==> config.mk <==
export PLATFORM = sky130hd
export DESIGN_NAME = pico_int_controller_flat
export DESIGN_NICKNAME = d
export VERILOG_FILES = /design/src/rtl/pico_int_pkg.sv /design/src/rtl/pico_int_controller_if.sv /design/src/rtl/pico_irq_sync_edge.sv /design/src/rtl/pico_int_controller.sv /design/src/flat_wrapper.sv
export SDC_FILE = /design/constraint.sdc
export NUM_CORES = 1
export LEC_CHECK = 0
export CAP_MARGIN = 15
export CORE_ASPECT_RATIO = 1.75
export CORE_MARGIN = 3
export CORE_UTILIZATION = 25
export DETAILED_ROUTE_END_ITERATION = 8
export SLEW_MARGIN = 5
export SYNTH_ARGS = -nofsm -noshare
export SYNTH_HDL_FRONTEND = slang
export SYNTH_SLANG_ARGS = --single-unit
==> constraint.sdc <==
create_clock -name pico_clk -period 2.4 [get_ports pico_clk]
set_input_delay 0.36 -clock pico_clk [delete_from_list [all_inputs] [get_ports pico_clk]]
set_output_delay 0.36 -clock pico_clk [all_outputs]
set_load 0.02 [all_outputs]
==> src/rtl/pico_int_pkg.sv <==
// Shared definitions for the picoProcessor interrupt controller: register map,
// CTRL/VEC bit positions, FSM encoding and the priority encoder.
package pico_int_pkg;

  localparam logic [1:0] REG_PEND = 2'd0;
  localparam logic [1:0] REG_MASK = 2'd1;
  localparam logic [1:0] REG_VEC  = 2'd2;
  localparam logic [1:0] REG_CTRL = 2'd3;

  localparam int CTRL_EN  = 0;
  localparam int CTRL_EOI = 7;
  localparam int VEC_VLD  = 7;

  typedef enum logic [1:0] {
    ST_IDLE = 2'd0,
    ST_REQ  = 2'd1,
    ST_SERV = 2'd2
  } state_t;

  // Index 0 is the highest priority, so the lowest set bit wins.
  function automatic logic [2:0] lowest_set(input logic [7:0] v);
    lowest_set = 3'd0;
    for (int i = 7; i >= 0; i--) begin
      if (v[i]) lowest_set = 3'(i);
    end
  endfunction

endpackage

==> src/rtl/pico_int_controller_if.sv <==
// Processor-side bundle: int_req/int_ack handshake plus the port bus.
// master = processor, slave = interrupt controller.
interface pico_int_controller_if;

  logic       pico_int_req;
  logic       pico_int_ack;
  logic [7:0] pico_port_address;
  logic       pico_port_read;
  logic       pico_port_write;
  logic [7:0] pico_port_wdata;
  logic [7:0] pico_port_rdata;
  logic       pico_port_rdata_oe;
  logic       pico_port_ready;

  modport master (
    input  pico_int_req, pico_port_rdata, pico_port_rdata_oe, pico_port_ready,
    output pico_int_ack, pico_port_address, pico_port_read, pico_port_write,
           pico_port_wdata
  );

  modport slave (
    output pico_int_req, pico_port_rdata, pico_port_rdata_oe, pico_port_ready,
    input  pico_int_ack, pico_port_address, pico_port_read, pico_port_write,
           pico_port_wdata
  );

endinterface

==> src/rtl/pico_irq_sync_edge.sv <==
// Per-source synchroniser followed by a rising-edge detector.
// Latency: rise asserts SYNC_STAGES cycles after the input edge; no backpressure.
module pico_irq_sync_edge #(
  parameter int SYNC_STAGES = 2
) (
  input  logic pico_clk,
  input  logic pico_reset,
  input  logic irq,
  output logic rise
);

  logic [SYNC_STAGES-1:0] sync;
  logic                   prev;

  always_ff @(posedge pico_clk or posedge pico_reset) begin
    if (pico_reset) begin
      sync <= '0;
      prev <= 1'b0;
    end else begin
      sync <= {sync[SYNC_STAGES-2:0], irq};
      prev <= sync[SYNC_STAGES-1];
    end
  end

  assign rise = sync[SYNC_STAGES-1] & ~prev;

endmodule

==> src/rtl/pico_int_controller.sv <==
// Priority interrupt controller: PEND/MASK/VEC/CTRL registers, request FSM.
// Latency: edge->PEND SYNC_STAGES+1 cycles, port ready one cycle after strobe; no backpressure.
module pico_int_controller
  import pico_int_pkg::*;
#(
  parameter int         NUM_SRC     = 8,
  parameter logic [7:0] BASE_ADDR   = 8'hF0,
  parameter int         SYNC_STAGES = 2
) (
  input  logic               pico_clk,
  input  logic               pico_reset,
  input  logic [NUM_SRC-1:0] irq_src,
  pico_int_controller_if.slave bus
);

  logic [NUM_SRC-1:0] rise, pend, pend_n, mask, act;
  logic [7:0]         pend8, mask8, act8, rd_val;
  logic               en, vec_vld, hit, wr, rd, eoi, take;
  logic [2:0]         vec_idx, win;
  logic [1:0]         off;
  state_t             state, state_n;

  for (genvar i = 0; i < NUM_SRC; i++) begin : g_src
    pico_irq_sync_edge #(.SYNC_STAGES(SYNC_STAGES)) u_sync (
      .pico_clk  (pico_clk),
      .pico_reset(pico_reset),
      .irq       (irq_src[i]),
      .rise      (rise[i])
    );
  end

  // A simultaneous read+write is handled as a write only.
  assign hit  = (bus.pico_port_address[7:2] == BASE_ADDR[7:2]);
  assign off  = bus.pico_port_address[1:0];
  assign wr   = bus.pico_port_write & hit;
  assign rd   = bus.pico_port_read & ~bus.pico_port_write & hit;
  assign eoi  = wr && (off == REG_CTRL) && bus.pico_port_wdata[CTRL_EOI];
  assign act  = pend & mask;
  assign win  = lowest_set(act8);
  assign take = (state == ST_REQ) && (state_n == ST_SERV);

  assign bus.pico_int_req = (state == ST_REQ);

  always_comb begin
    pend8 = '0;
    mask8 = '0;
    act8  = '0;
    pend8[NUM_SRC-1:0] = pend;
    mask8[NUM_SRC-1:0] = mask;
    act8[NUM_SRC-1:0]  = act;
  end

  always_comb begin
    rd_val = 8'h00;
    case (off)
      REG_PEND: rd_val = pend8;
      REG_MASK: rd_val = mask8;
      REG_VEC:  rd_val = {vec_vld, 4'b0000, vec_idx};
      REG_CTRL: rd_val = {7'b0000000, en};
      default:  rd_val = 8'h00;
    endcase
  end

  // New edges are applied last so they win over W1C and the ack-time clear.
  always_comb begin
    pend_n = pend;
    if (wr && (off == REG_PEND)) pend_n = pend_n & ~bus.pico_port_wdata[NUM_SRC-1:0];
    if (take) pend_n = pend_n & ~(NUM_SRC'(1) << win);
    pend_n = pend_n | rise;
  end

  always_comb begin
    state_n = state;
    case (state)
      ST_IDLE: if (en && (act != '0)) state_n = ST_REQ;
      ST_REQ: begin
        if (!en || (act == '0))     state_n = ST_IDLE;
        else if (bus.pico_int_ack)  state_n = ST_SERV;
      end
      ST_SERV: if (eoi) state_n = ST_IDLE;
      default: state_n = ST_IDLE;
    endcase
  end

  always_ff @(posedge pico_clk or posedge pico_reset) begin
    if (pico_reset) begin
      state                  <= ST_IDLE;
      pend                   <= '0;
      mask                   <= '0;
      en                     <= 1'b0;
      vec_vld                <= 1'b0;
      vec_idx                <= 3'd0;
      bus.pico_port_rdata    <= 8'h00;
      bus.pico_port_rdata_oe <= 1'b0;
      bus.pico_port_ready    <= 1'b0;
    end else begin
      state <= state_n;
      pend  <= pend_n;
      if (wr && (off == REG_MASK)) mask <= bus.pico_port_wdata[NUM_SRC-1:0];
      if (wr && (off == REG_CTRL)) en <= bus.pico_port_wdata[CTRL_EN];
      if (take) begin
        vec_vld <= 1'b1;
        vec_idx <= win;
      end else if ((state == ST_SERV) && eoi) begin
        vec_vld <= 1'b0;
        vec_idx <= 3'd0;
      end
      bus.pico_port_rdata    <= rd ? rd_val : 8'h00;
      bus.pico_port_rdata_oe <= rd;
      bus.pico_port_ready    <= rd | wr;
    end
  end

endmodule

==> src/flat_wrapper.sv <==
// flat-port wrapper written by rule: the top's interface ports become plain ports
module pico_int_controller_flat import pico_int_pkg::*;
#(
  parameter int         NUM_SRC     = 8,
  parameter logic [7:0] BASE_ADDR   = 8'hF0,
  parameter int         SYNC_STAGES = 2
)
  (pico_clk, pico_reset, irq_src, bus_pico_int_req, bus_pico_port_rdata, bus_pico_port_rdata_oe, bus_pico_port_ready, bus_pico_int_ack, bus_pico_port_address, bus_pico_port_read, bus_pico_port_write, bus_pico_port_wdata);
  pico_int_controller_if bus_i ();
  input  logic pico_clk;
  input  logic pico_reset;
  input  logic [NUM_SRC-1:0] irq_src;
  output wire logic [$bits(bus_i.pico_int_req)-1:0] bus_pico_int_req;
  output wire logic [$bits(bus_i.pico_port_rdata)-1:0] bus_pico_port_rdata;
  output wire logic [$bits(bus_i.pico_port_rdata_oe)-1:0] bus_pico_port_rdata_oe;
  output wire logic [$bits(bus_i.pico_port_ready)-1:0] bus_pico_port_ready;
  input wire logic [$bits(bus_i.pico_int_ack)-1:0] bus_pico_int_ack;
  input wire logic [$bits(bus_i.pico_port_address)-1:0] bus_pico_port_address;
  input wire logic [$bits(bus_i.pico_port_read)-1:0] bus_pico_port_read;
  input wire logic [$bits(bus_i.pico_port_write)-1:0] bus_pico_port_write;
  input wire logic [$bits(bus_i.pico_port_wdata)-1:0] bus_pico_port_wdata;
  assign bus_pico_int_req = bus_i.pico_int_req;
  assign bus_pico_port_rdata = bus_i.pico_port_rdata;
  assign bus_pico_port_rdata_oe = bus_i.pico_port_rdata_oe;
  assign bus_pico_port_ready = bus_i.pico_port_ready;
  assign bus_i.pico_int_ack = bus_pico_int_ack;
  assign bus_i.pico_port_address = bus_pico_port_address;
  assign bus_i.pico_port_read = bus_pico_port_read;
  assign bus_i.pico_port_write = bus_pico_port_write;
  assign bus_i.pico_port_wdata = bus_pico_port_wdata;
  pico_int_controller #(.NUM_SRC(NUM_SRC), .BASE_ADDR(BASE_ADDR), .SYNC_STAGES(SYNC_STAGES)) u_core (.pico_clk(pico_clk), .pico_reset(pico_reset), .irq_src(irq_src), .bus(bus_i));
endmodule
==> results.yml <==
finish:
  antenna-diode-count: 0
  seq_area_um2: 1430
  multi_input_area_um2: 822
  finalNonFillerCells: 358
  fin_nets: 266
  fillerInstances: 917
  area_delta_synth_final_pct: 36.2
  drive_gt1_share_pct: 13.7
synthesis:
  ys_warn_count: 0
  synth.distinct_cells: 38
  ys_seq_area_share_pct: 62.2
  avgSynthCellArea_um2: 12.3
  synth_top_area_share_pct: 62.2
  synthCells: 186
  synth_nets: 215
  synth.largest_area_cell: "dfrtp_1"
  synth-seq-cells: 57
  synthTopCellsByArea: "dfrtp_1 62%, mux2_2 4.4%, mux2i_1 3.1%, nand2_1 2.8%, a32o_1 2.2%"
  netlist_area_um2: 2290
floorplanning:
  die_h_um: 133
  start_util_pct: 26.1
  row_count: 45
  coreArea_um2: 8780
  die_x_um: 78.4
  die_area_um2: 10400
  pin_count: 40
drt:
  wl_mm: 5.02
  vias: 1639
  drt_iter0_markers: 100
  vias_per_cell: 4.58
  drtAntennaViolNets: 0
  wl_per_cell_um: 14.0
  post-route-drc-count: 0
  drt_first_pass_iters: 4
power_and_ir_drop:
  powerDensity_nw_per_um2: 732
  peakVddDrop_mv: 0.365
  p_leak_nw: 1.34
global_routing:
  antenna_found_initial: 0
  grtUsageTotal_pct: 10.9
  grt_pass1_wl_mm: 8.45
  grt_max_degree: 36
  grt_overflow: 0
  grt_pass1_vias: 1706
outcome:
  status: "complete, no violations"
sta:
  relSlewSlack_pct: 65.3
  hold_violations: 0
  fmax_mhz: 545
  rsz0062_at_grt: "no"
  setup_viol: 0
  drv_slew: 0
  tns_ns: 0
  fin_worst_skew_ns: 0.00614
  worstMarginPinSlew_ns: 0.520
  fin_crit_sh_pct: 76.5
  period_minus_slack_ns: 1.84
placement:
  port_buffers: 39
  gp_congestion: 0.857
  hpwl_mm: 3.74
  dp.cells: 343
clock_tree:
  cts_resized: 0
  cts_setup_buffers: 0
  cts.sinks: 57
  cts_tree: "done"
  cts.hold.buffers_added: 0
  cts_buffer_depth: 2
  cts.reportedPaths.clkPinSlew_ns: 0.05
  cts-root-buf: "clkbuf_16"
  clkLatencyLatePin_ns: 0.32
  cts-buffers-inserted: 9
  htree_num_levels: 3
worst_hold_path:
  hold_path.class: "reg2reg"
worst_setup_path:
  worstSetupPathType: "reg2out"
  crit_chain: "nor2b_1 -> clkdlybuf4s50_1"
  critPathLaunchType: "flip-flop"
  arrival_ns: 1.48
  end_kind: "output port"
  worst-endpoint-required_ns: 2.04
  cp_max_fo: 4
  critPathMaxStageDelay_ns: 0.62
  slowest_stage: "clkdlybuf4s50_1"
run:
  maxCapViolCount: 0
[report_power, final]
| group | total (mW) | internal [mW] | switching [mW] |
|---|---|---|---|
| Clock | 1.12 | 0.710 | 0.406 |
| Combinational | 0.162 | 0.0847 | 0.0772 |
| Sequential | 1.01 | 0.992 | 0.0177 |
| Total | 2.29 | 1.79 | 0.501 |
[cell families after synthesis]
kind of cell           share of synthesized area, %
DFF                                            62.2
and+or+nand+nor                                15.4
buffers and inverters                          2.02
muxes                                          8.45
AOI/OAI and AO/OA                              11.9
[worst max-delay path, delay by kind of cell (launching register included)]
kind	cells	cell delay (ns)
buffers and inverters	1	0.62
flip-flops	1	0.37
AND/OR/NAND/NOR	1	0.17
[routing by layer]
layer | share of wire (%) | vias up | wire, um | global-route usage, %
met4 | 4.2 | 0 | 211 | 7.49
li1 | - | 773 | - | -
met5 | 0 | - | 0 | 0
met3 | 5.9 | 16 | 296 | 4.97
met1 | 38 | 805 | 1900 | 10.9
met2 | 52 | 45 | 2610 | 17.8
[synthesized netlist by cell type (all sizes together)]
master,instances
nor3,4
a21oi,4
a22oi,3
a32o,5
and4b,1
o41ai,1
nand4,4
mux2i,7
and2,5
mux4,1
o32ai,1
nand2,17
o31a,1
a22o,4
nand3,8
and4bb,1
nor2b,6
nand3b,2
and3,2
o211ai,1
inv,9
buf,1
nand2b,4
dfrtp,57
a311oi,1
mux2,9
a31o,1
o21ai,5
o21a,1
and4,2
o22ai,1
a31oi,2
a211oi,1
o22a,1
clkbuf,2
nor2,11
[placed cells by master (no fill, tap or decap), types with 4 or more instances in the layout]
| cell | count |
|---|---|
| nor2_1 | 10 |
| nand2b_1 | 4 |
| nor2b_1 | 6 |
| nor3_1 | 4 |
| a21oi_1 | 4 |
| mux2i_1 | 7 |
| nand4_1 | 4 |
| nand2_1 | 17 |
| clkdlybuf4s50_1 | 39 |
| a32o_1 | 5 |
| nand3_1 | 8 |
| inv_1 | 8 |
| dfrtp_1 | 57 |
| mux2_2 | 9 |
| clkinv_2 | 4 |
| and2_1 | 5 |
| clkbuf_16 | 9 |
| o21ai_0 | 5 |
[final cells by class]
class                           count  share of cell area [%]
Clock buffer                       11                    7.77
Clock inverter                      4                   0.641
Inverter                            9                    1.08
Multi-Input combinational cell    117                    26.3
Sequential cell                    57                    45.7
Tap cell                          117                    4.69
Timing Repair Buffer               43                    13.9
[worst paths after layout]
kind / from / end / slack, ns / depth (start not counted)
setup / recovery: u_core.state[0]$_DFF_PP0_ / bus_pico_int_req / 0.56 / 2
hold / removal: u_core.g_src[6].u_sync.sync[0]$_DFF_PP0_ / u_core.g_src[6].u_sync.sync[1]$_DFF_PP0_ / 0.34 / 0
setup reg to reg: u_core.pend[4]$_DFF_PP0_ / u_core.vec_idx[1]$_DFFE_PP0P_ / 0.74 / 4
hold reg to reg: u_core.g_src[6].u_sync.sync[0]$_DFF_PP0_ / u_core.g_src[6].u_sync.sync[1]$_DFF_PP0_ / 0.34 / 0
max in group asynchronous: pico_reset / u_core.g_src[0].u_sync.prev$_DFF_PP0_ / 1.43 / 3
min in group asynchronous: pico_reset / u_core.g_src[5].u_sync.sync[0]$_DFF_PP0_ / 0.40 / 2
[sequential cells by signal, indices dropped and copies added, names as in the netlist]
signal and flops:
u_core.g_src.u_sync.prev 8, u_core.mask 8, u_core.bus.pico_port_rdata_oe 1, u_core.bus.pico_port_rdata 8
u_core.vec_idx 3, u_core.vec_vld 1, u_core.pend 8, u_core.state 2
u_core.g_src.u_sync.sync 16, u_core.bus.pico_port_ready 1, u_core.en 1
[per-stage QoR]
step	power [mW]	area (um^2)	setup WS, ns	hold slack, ns	utilization, %
finish	2.29	3120	0.564	0.344	35.6
global route	2.39	3120	0.472	0.351	35.6
CTS	2.32	3120	0.516	0.346	35.6
detailed placement	1.19	2860	0.345	0.335	32.6
global placement	1.19	2860	0.367	0.332	32.6
floorplan	1.11	2290	0.640	0.331	-
No activity file was read; power rests on OpenSTA's default activity.
